===== src/rtl/hazard_stall_ctrl_if.sv =====
// Pipeline hazard bundle between the datapath and hazard_stall_ctrl.
// master drives pipeline state in, slave returns stall/flush controls.
interface hazard_stall_ctrl_if #(
    parameter int OPW  = 4,
    parameter int REGW = 4
);
    logic [1:0]      hazard_en;
    logic [OPW-1:0]  id_op;
    logic [REGW-1:0] id_rs;
    logic [REGW-1:0] id_rt;
    logic [OPW-1:0]  ex_op;
    logic [OPW-1:0]  mem_op;
    logic [REGW-1:0] ex_rd;
    logic [REGW-1:0] mem_rd;
    logic            ex_wr;
    logic            mem_wr;
    logic            br_taken;
    logic            stall_pc;
    logic            stall_ifid;
    logic            bubble_idex;
    logic            flush_ifid;
    logic            busy;
    logic [31:0]     stall_cycles;
    logic [31:0]     flush_cycles;

    modport master (
        output hazard_en, id_op, id_rs, id_rt,
        output ex_op, mem_op, ex_rd, mem_rd,
        output ex_wr, mem_wr, br_taken,
        input  stall_pc, stall_ifid, bubble_idex,
        input  flush_ifid, busy,
        input  stall_cycles, flush_cycles
    );

    modport slave (
        input  hazard_en, id_op, id_rs, id_rt,
        input  ex_op, mem_op, ex_rd, mem_rd,
        input  ex_wr, mem_wr, br_taken,
        output stall_pc, stall_ifid, bubble_idex,
        output flush_ifid, busy,
        output stall_cycles, flush_cycles
    );
endinterface


===== src/rtl/hazard_stall_ctrl.sv =====
// Hazard / stall / flush controller for the 5-stage pipeline.
// Optional macro HAZ_PERF_CNT_EN adds saturating stall/flush counters.
module hazard_stall_ctrl #(
    parameter int             OPW       = 4,
    parameter int             REGW      = 4,
    parameter int             LOAD_LAT  = 1,
    parameter int             FLUSH_CYC = 1,
    parameter logic [OPW-1:0] OP_ATYPE  = 4'b0001,
    parameter logic [OPW-1:0] OP_LW     = 4'b0110,
    parameter logic [OPW-1:0] OP_LB     = 4'b0100,
    parameter logic [OPW-1:0] OP_BR0    = 4'b1100,
    parameter logic [OPW-1:0] OP_BR1    = 4'b1101,
    parameter logic [OPW-1:0] OP_BR2    = 4'b1110
) (
    input logic clk,
    input logic rst_n,
    hazard_stall_ctrl_if.slave bus
);

    typedef enum logic [1:0] {
        IDLE,
        STALL,
        FLUSH
    } state_t;

    localparam logic [3:0] LL = 4'(LOAD_LAT);
    localparam logic [3:0] FC = 4'(FLUSH_CYC);

    state_t     state;
    logic [3:0] cnt;

    logic       id_br;
    logic       id_at;
    logic       rd_ex;
    logic       rd_mem;
    logic       lu;
    logic       bm;
    logic       be;
    logic       haz;
    logic [3:0] len;
    logic       stl;
    logic       fls;

    function automatic logic is_load(input logic [OPW-1:0] op);
        return (op == OP_LW) || (op == OP_LB);
    endfunction

    // Hazard detection by register-address match; r0 never hazards.
    always_comb begin
        id_br  = (bus.id_op == OP_BR0) || (bus.id_op == OP_BR1) ||
                 (bus.id_op == OP_BR2);
        id_at  = (bus.id_op == OP_ATYPE);
        rd_ex  = (bus.ex_rd != '0) &&
                 ((bus.id_rs == bus.ex_rd) || (bus.id_rt == bus.ex_rd));
        rd_mem = (bus.mem_rd != '0) &&
                 ((bus.id_rs == bus.mem_rd) || (bus.id_rt == bus.mem_rd));
        lu     = bus.hazard_en[0] && (id_at || id_br) &&
                 is_load(bus.ex_op) && bus.ex_wr && rd_ex;
        bm     = bus.hazard_en[1] && id_br &&
                 is_load(bus.mem_op) && bus.mem_wr && rd_mem;
        be     = bus.hazard_en[1] && id_br && bus.ex_wr &&
                 !is_load(bus.ex_op) && rd_ex;
        haz    = lu || bm || be;
        // LU and BM both wait on a load; BE only needs one cycle.
        len    = (lu || bm) ? LL : 4'd1;
    end

    // Same-cycle stall/flush in IDLE, held while in STALL/FLUSH.
    always_comb begin
        stl = 1'b0;
        fls = 1'b0;
        if (rst_n) begin
            stl = (state == STALL) || ((state == IDLE) && haz);
            fls = (state == FLUSH) ||
                  ((state == IDLE) && !haz && bus.br_taken);
        end
    end

    assign bus.stall_pc    = stl;
    assign bus.stall_ifid  = stl;
    assign bus.bubble_idex = stl;
    assign bus.flush_ifid  = fls;
    assign bus.busy        = rst_n && (state != IDLE);

    // Stall/flush sequencer; the first stall/flush cycle happens in IDLE.
    always_ff @(posedge clk) begin
        if (!rst_n) begin
            state <= IDLE;
            cnt   <= '0;
        end else begin
            unique case (state)
                IDLE: begin
                    if (haz) begin
                        if (len > 4'd1) begin
                            state <= STALL;
                            cnt   <= len - 4'd2;
                        end
                    end else if (bus.br_taken && (FC > 4'd1)) begin
                        state <= FLUSH;
                        cnt   <= FC - 4'd2;
                    end
                end
                STALL, FLUSH: begin
                    if (cnt == 4'd0) state <= IDLE;
                    else             cnt   <= cnt - 4'd1;
                end
                default: state <= IDLE;
            endcase
        end
    end

`ifdef HAZ_PERF_CNT_EN
    logic [31:0] sc;
    logic [31:0] fc_q;

    // Saturating performance counters.
    always_ff @(posedge clk) begin
        if (!rst_n) begin
            sc   <= '0;
            fc_q <= '0;
        end else begin
            if (stl && (sc != '1))   sc   <= sc + 32'd1;
            if (fls && (fc_q != '1)) fc_q <= fc_q + 32'd1;
        end
    end

    assign bus.stall_cycles = sc;
    assign bus.flush_cycles = fc_q;
`else
    assign bus.stall_cycles = '0;
    assign bus.flush_cycles = '0;
`endif

endmodule


===== src/flat_wrapper.sv =====
// flat-port wrapper written by rule: the top's interface ports become plain ports
module hazard_stall_ctrl_flat 
#(
    parameter int             OPW       = 4,
    parameter int             REGW      = 4,
    parameter int             LOAD_LAT  = 1,
    parameter int             FLUSH_CYC = 1,
    parameter logic [OPW-1:0] OP_ATYPE  = 4'b0001,
    parameter logic [OPW-1:0] OP_LW     = 4'b0110,
    parameter logic [OPW-1:0] OP_LB     = 4'b0100,
    parameter logic [OPW-1:0] OP_BR0    = 4'b1100,
    parameter logic [OPW-1:0] OP_BR1    = 4'b1101,
    parameter logic [OPW-1:0] OP_BR2    = 4'b1110
)
  (clk, rst_n, bus_hazard_en, bus_id_op, bus_id_rs, bus_id_rt, bus_ex_op, bus_mem_op, bus_ex_rd, bus_mem_rd, bus_ex_wr, bus_mem_wr, bus_br_taken, bus_stall_pc, bus_stall_ifid, bus_bubble_idex, bus_flush_ifid, bus_busy, bus_stall_cycles, bus_flush_cycles);
  hazard_stall_ctrl_if #(.OPW(OPW), .REGW(REGW)) bus_i ();
  input logic clk;
  input logic rst_n;
  input wire logic [$bits(bus_i.hazard_en)-1:0] bus_hazard_en;
  input wire logic [$bits(bus_i.id_op)-1:0] bus_id_op;
  input wire logic [$bits(bus_i.id_rs)-1:0] bus_id_rs;
  input wire logic [$bits(bus_i.id_rt)-1:0] bus_id_rt;
  input wire logic [$bits(bus_i.ex_op)-1:0] bus_ex_op;
  input wire logic [$bits(bus_i.mem_op)-1:0] bus_mem_op;
  input wire logic [$bits(bus_i.ex_rd)-1:0] bus_ex_rd;
  input wire logic [$bits(bus_i.mem_rd)-1:0] bus_mem_rd;
  input wire logic [$bits(bus_i.ex_wr)-1:0] bus_ex_wr;
  input wire logic [$bits(bus_i.mem_wr)-1:0] bus_mem_wr;
  input wire logic [$bits(bus_i.br_taken)-1:0] bus_br_taken;
  output wire logic [$bits(bus_i.stall_pc)-1:0] bus_stall_pc;
  output wire logic [$bits(bus_i.stall_ifid)-1:0] bus_stall_ifid;
  output wire logic [$bits(bus_i.bubble_idex)-1:0] bus_bubble_idex;
  output wire logic [$bits(bus_i.flush_ifid)-1:0] bus_flush_ifid;
  output wire logic [$bits(bus_i.busy)-1:0] bus_busy;
  output wire logic [$bits(bus_i.stall_cycles)-1:0] bus_stall_cycles;
  output wire logic [$bits(bus_i.flush_cycles)-1:0] bus_flush_cycles;
  assign bus_i.hazard_en = bus_hazard_en;
  assign bus_i.id_op = bus_id_op;
  assign bus_i.id_rs = bus_id_rs;
  assign bus_i.id_rt = bus_id_rt;
  assign bus_i.ex_op = bus_ex_op;
  assign bus_i.mem_op = bus_mem_op;
  assign bus_i.ex_rd = bus_ex_rd;
  assign bus_i.mem_rd = bus_mem_rd;
  assign bus_i.ex_wr = bus_ex_wr;
  assign bus_i.mem_wr = bus_mem_wr;
  assign bus_i.br_taken = bus_br_taken;
  assign bus_stall_pc = bus_i.stall_pc;
  assign bus_stall_ifid = bus_i.stall_ifid;
  assign bus_bubble_idex = bus_i.bubble_idex;
  assign bus_flush_ifid = bus_i.flush_ifid;
  assign bus_busy = bus_i.busy;
  assign bus_stall_cycles = bus_i.stall_cycles;
  assign bus_flush_cycles = bus_i.flush_cycles;
  hazard_stall_ctrl #(.OPW(OPW), .REGW(REGW), .LOAD_LAT(LOAD_LAT), .FLUSH_CYC(FLUSH_CYC), .OP_ATYPE(OP_ATYPE), .OP_LW(OP_LW), .OP_LB(OP_LB), .OP_BR0(OP_BR0), .OP_BR1(OP_BR1), .OP_BR2(OP_BR2)) u_core (.clk(clk), .rst_n(rst_n), .bus(bus_i));
endmodule

===== config.mk =====
export PLATFORM = sky130hd
export DESIGN_NAME = hazard_stall_ctrl_flat
export DESIGN_NICKNAME = d
export VERILOG_FILES = /design/src/rtl/hazard_stall_ctrl_if.sv /design/src/rtl/hazard_stall_ctrl.sv /design/src/flat_wrapper.sv
export SDC_FILE = /design/constraint.sdc
export NUM_CORES = 1
export LEC_CHECK = 0
export BUFFER_PORTS_ARGS = -buffer_cell sky130_fd_sc_hd__buf_2
export CORE_MARGIN = 5
export CORE_UTILIZATION = 36
export DETAILED_ROUTE_END_ITERATION = 8
export PLACE_DENSITY = 0.93
export SYNTH_ARGS = -nofsm -noshare
export SYNTH_HDL_FRONTEND = slang
export SYNTH_SLANG_ARGS = --single-unit

===== constraint.sdc =====
create_clock -name clk -period 1.5 [get_ports clk]
set_input_delay 0 -clock clk [delete_from_list [all_inputs] [get_ports clk]]
set_output_delay 0 -clock clk [all_outputs]
set_load 0.01 [all_outputs]

Yosys cells after proc, flatten, opt, wreduce, memory -nomap -nowiden
Index checks and enable logic that the tools add are counted.
{"block": "word_totals", "register_bits": 6, "output_inout_bits": 69, "wordCells": 62, "inputBits": 35}
{"block": "op_classes", "reduce_logical": 38, "bitwise": 2, "muxes": 4, "eq_ne": 15, "n_addsub": 1}
{"operator": "1-bit logical AND", "n": 17}
{"operator": "4-bit by 3-bit == test with 1-bit output (second input constant)", "n": 4}
{"operator": "4-bit == test", "n": 4}
{"operator": "4-bit == test (second input constant)", "n": 3}
{"operator": "1-bit logical OR", "n": 11}
{"operator": "4-bit nonzero test", "n": 2}
{"operator": "4-bit by 1-bit == test with 1-bit output (second input constant)", "n": 1}
{"operator": "4-bit logical NOT", "n": 1}
{"operator": "2-bit case mux with 2 select lines", "n": 1}
{"operator": "2-bit AND reduction", "n": 2}
{"operator": "4-bit by 1-bit subtractor with 4-bit output (second input constant)", "n": 1}
{"operator": "2-bit by 1-bit == test with 1-bit output (second input constant)", "n": 1}
{"operator": "2-bit == test (second input constant)", "n": 1}
{"operator": "1-bit logical NOT", "n": 2}
{"operator": "2-bit logical NOT", "n": 1}
{"operator": "1-bit 2-to-1 mux", "n": 2}
{"operator": "2-bit 2-to-1 mux", "n": 1}
{"operator": "2-bit by 1-bit != test with 1-bit output (second input constant)", "n": 1}
{"operator": "1-bit NOT", "n": 2}
{"operator": "2-bit nonzero test", "n": 1}
{"operator": "2-bit OR reduction", "n": 1}

Depth between registers and ports, before layout
{"block": "logic_depth", "ltp_word": 15, "ltp_mapped": 5, "mapped_depth_nobuf": 4}

Worst setup path after synthesis
OpenSTA, ideal clock, no wires.
{"block": "synth_path", "path_kind": "in2out", "from": "input bus_mem_rd[1]", "to": "output bus_stall_ifid", "cell_stages": 5, "t_arrival_ns": 1.075, "slack_ns": 0.425, "required_ns": 1.500, "n_path_buf": 1, "path_cell_list": "or4_1 > nand4_1 > a2111oi_0 > a31o_2 > buf_4"}
{"block": "synth_via", "elab_chain_len": 9, "word_cells_on_any_way": 11, "cone_classes": "eq/ne: 2; mux: 1; reduce/logical: 8"}
{"item": "start: declaration", "line": "flat_wrapper.sv:26", "source": "input wire logic [$bits(bus_i.mem_rd)-1:0] bus_mem_rd;"}
{"item": "4-bit == test", "line": "hazard_stall_ctrl.sv:56", "source": "((bus.id_rs == bus.mem_rd) || (bus.id_rt == bus.mem_rd));"}
{"item": "1-bit logical OR", "line": "hazard_stall_ctrl.sv:56"}
{"item": "1-bit logical AND *", "line": "hazard_stall_ctrl.sv:55", "source": "rd_mem = (bus.mem_rd != '0) &&"}
{"item": "1-bit logical AND *", "line": "hazard_stall_ctrl.sv:60", "source": "is_load(bus.mem_op) && bus.mem_wr && rd_mem;"}
{"item": "1-bit logical OR * (2 in series)", "line": "hazard_stall_ctrl.sv:63", "source": "haz = lu || bm || be;"}
{"item": "1-bit logical AND *", "line": "hazard_stall_ctrl.sv:73", "source": "stl = (state == STALL) || ((state == IDLE) && haz);"}
{"item": "1-bit logical OR *", "line": "hazard_stall_ctrl.sv:73"}
{"item": "1-bit 2-to-1 mux *", "line": "hazard_stall_ctrl.sv:72", "source": "if (rst_n) begin"}
{"item": "end: declaration", "line": "flat_wrapper.sv:31", "source": "output wire logic [$bits(bus_i.stall_ifid)-1:0] bus_stall_ifid;"}
Mark *: on every way between the ends. The rest lies on a longest branch, timed or not.

Worst setup path after layout
{"block": "layout_path", "from": "input bus_mem_rd[1]", "to": "output bus_bubble_idex"}
{"block": "layout_via", "elab_chain_len": 9, "word_cells_on_any_way": 11, "cone_classes": "eq/ne: 2; mux: 1; reduce/logical: 8"}
{"item": "4-bit == test", "line": "hazard_stall_ctrl.sv:56"}
{"item": "1-bit logical OR", "line": "hazard_stall_ctrl.sv:56"}
{"item": "1-bit logical AND *", "line": "hazard_stall_ctrl.sv:55"}
{"item": "1-bit logical AND *", "line": "hazard_stall_ctrl.sv:60"}
{"item": "1-bit logical OR * (2 in series)", "line": "hazard_stall_ctrl.sv:63"}
{"item": "1-bit logical AND *", "line": "hazard_stall_ctrl.sv:73"}
{"item": "1-bit logical OR *", "line": "hazard_stall_ctrl.sv:73"}
{"item": "1-bit 2-to-1 mux *", "line": "hazard_stall_ctrl.sv:72"}
{"item": "end: declaration", "line": "flat_wrapper.sv:32", "source": "output wire logic [$bits(bus_i.bubble_idex)-1:0] bus_bubble_idex;"}
Marks and branches as above.

==> metrics <==
P&R area growth vs syn=-5.93%; Final Hold Vio Count=0; gpl congestion=~0.73; Core Area=0.00217 mm^2; CP max stage cell=or4_1; final slew viol count=0; critical hold path startpoint=bus_br_taken; PortBufs=36; vias per cell=3.57; setup violators final=0; Die W=roughly 57 um; HPWL Detailed=roughly 1.6 mm; ANT cells=0; Setup Total Neg Slack=0 ns; cell area after synthesis=802 um^2; WL/cell=~9.2 um; initial antenna violation count=0; FILL cells=roughly 250; final period utilization=85.1%; initial core utilization=between 30% and 40%; Detail Route Antenna Nets=0; Core Rows=17; hold depth=4; post-CTS setup buffers=0; sequential cell area=0 um^2; gr usage total=7.28%; worst path bufs/invs=2; unrepaired setup endpoints after global routing=no; I/O Pins=between 100 and 150; DR pass1 iterations=2; Post-Syn Instances=108; die height=57.2 um; vias in the first global route=497; type of element launching the critical path=input pin; Most Frequent Cell on Critical Path=buf_2; Leak=0.428 nW; final WL=1.56 mm; DRC errors left=0; Max Cap Viol=0; hold_buf cts=0; worst path required time=around 1.5 ns; max incr delay on CP=roughly 0.55 ns; CP Class=input pin to output pin; Finished Layout Cells=169; sequential cell count=0; layout cells sized above 1=26.2%; largest net degree at the start of global routing=4; Hold Path Class=input pin to output pin; distinct cell type count after synthesis=20; cts repair resizes=0; Iteration-0 DRC Markers=1; placed cells=169; outcome=completed; crit-path max FO=3; GRT overflow=0; cell family with most CP delay=simple AND/OR/NAND/NOR gates; first-pass GRT wire length=2.02 mm; crit path cell chain=buf_2, or4_1, nand4_1, a2111oi_0, a31o_2, buf_2; vias=603; die footprint=around 0.0033 mm^2; fmax=between 700 and 800 MHz; Synth warnings=0; CLK BUF=0; Critical Path Sink Type=output pin; hold endpoint=bus_flush_ifid; NumNets Final=178; Worst VDD drop=127 uV; fin crit period=1.28 ns; fin util=34.8%; Avg Cell Area, Syn=7.43 um^2; P per Cell Area=262 mW/mm^2; register area share after synthesis=0%; area occupied by multi-input gates=536 um^2; worst endpoint data arrival time=~1.3 ns
-- cells in the final DEF (no fill, tap or decap), drive strengths merged --
cell     instances
nor4bb           1
a211oi           2
or4              1
o41ai            1
inv              1
nand2            2
nand4            5
and2             1
o21ai            1
xnor2           16
buf             36
nand3            1
or3b             1
nor3b            1
a31o             1
a41oi            1
a2111oi          1
nor2             2
conb            65
a21oi            1
-- cells by family (layout without fill, tap and decap cells) --
family / count (synthesis) / count (layout) / share of synthesized area [%]
AO/OA/AOI/OAI: 8 / 8 / 7.49
XOR/XNOR: 16 / 16 / 17.5
buffers and inverters: 68 / 37 / 63.2
other: 1 / 65 / 0.468
AND/OR/NAND/NOR: 15 / 15 / 11.4
-- worst max path at each step --
stage / endpoint / slack [ns] / start / depth (start not counted)
floorplan: bus_stall_ifid / 0.43 / bus_mem_rd[1] / 5
global placement: bus_bubble_idex / 0.21 / bus_mem_rd[1] / 6
detailed placement: bus_bubble_idex / 0.19 / bus_mem_rd[1] / 6
CTS: bus_bubble_idex / 0.19 / bus_mem_rd[1] / 6
global route: bus_bubble_idex / 0.16 / bus_mem_rd[1] / 6
finish: bus_bubble_idex / 0.22 / bus_mem_rd[1] / 6
-- layer usage --
metal,share of wire [%],vias to the layer above,GRT usage [%],wire length [um]
li1,-,291,-,-
met1,27,257,7.61,418
met2,54,55,16.0,850
met3,19,0,0.679,293
met4,0,0,0,0
met5,0,-,0,0
-- power by group --
part	total [mW]	switching (mW)	internal [mW]
logic	0.198	0.129	0.0686
registers	0	0	0
clock network	0	0	0
-- final cells by class --
class,instances,share of cell area [%]
timing repair buffer,36,23.9
inverter,1,0.498
tap,28,4.64
multi-input combinational,104,71.0
-- per-stage QoR --
stage / instance area [um^2] / total power, mW / hold WS, ns / worst slack, ns
2_1_floorplan: 1040 / 0.253 / 0.0939 / 0.425
3_3_place_gp: 754 / 0.190 / 0.308 / 0.206
3_5_place_dp: 754 / 0.193 / 0.306 / 0.187
4_1_cts: 754 / 0.194 / 0.306 / 0.186
5_1_grt: 754 / 0.218 / 0.326 / 0.163
6_report: 754 / 0.198 / 0.301 / 0.223
-- Yosys cell counts, drive strengths merged --
master / number / share of area [%]
a211oi: 2 / 1.9
a41oi: 1 / 1.1
nor3b: 1 / 0.94
inv: 1 / 0.47
a21oi: 1 / 0.62
o21ai: 1 / 0.62
a2111oi: 1 / 1.1
nor4bb: 1 / 1.2
o41ai: 1 / 1.1
buf: 67 / 63
and2: 1 / 0.78
xnor2: 16 / 17
conb: 1 / 0.47
or3b: 1 / 1.1
nor2: 2 / 0.94
nand4: 5 / 3.9
nand2: 2 / 0.94
a31o: 1 / 1.1
nand3: 1 / 0.62
or4: 1 / 0.94
No activity file was read; power rests on OpenSTA's default activity.
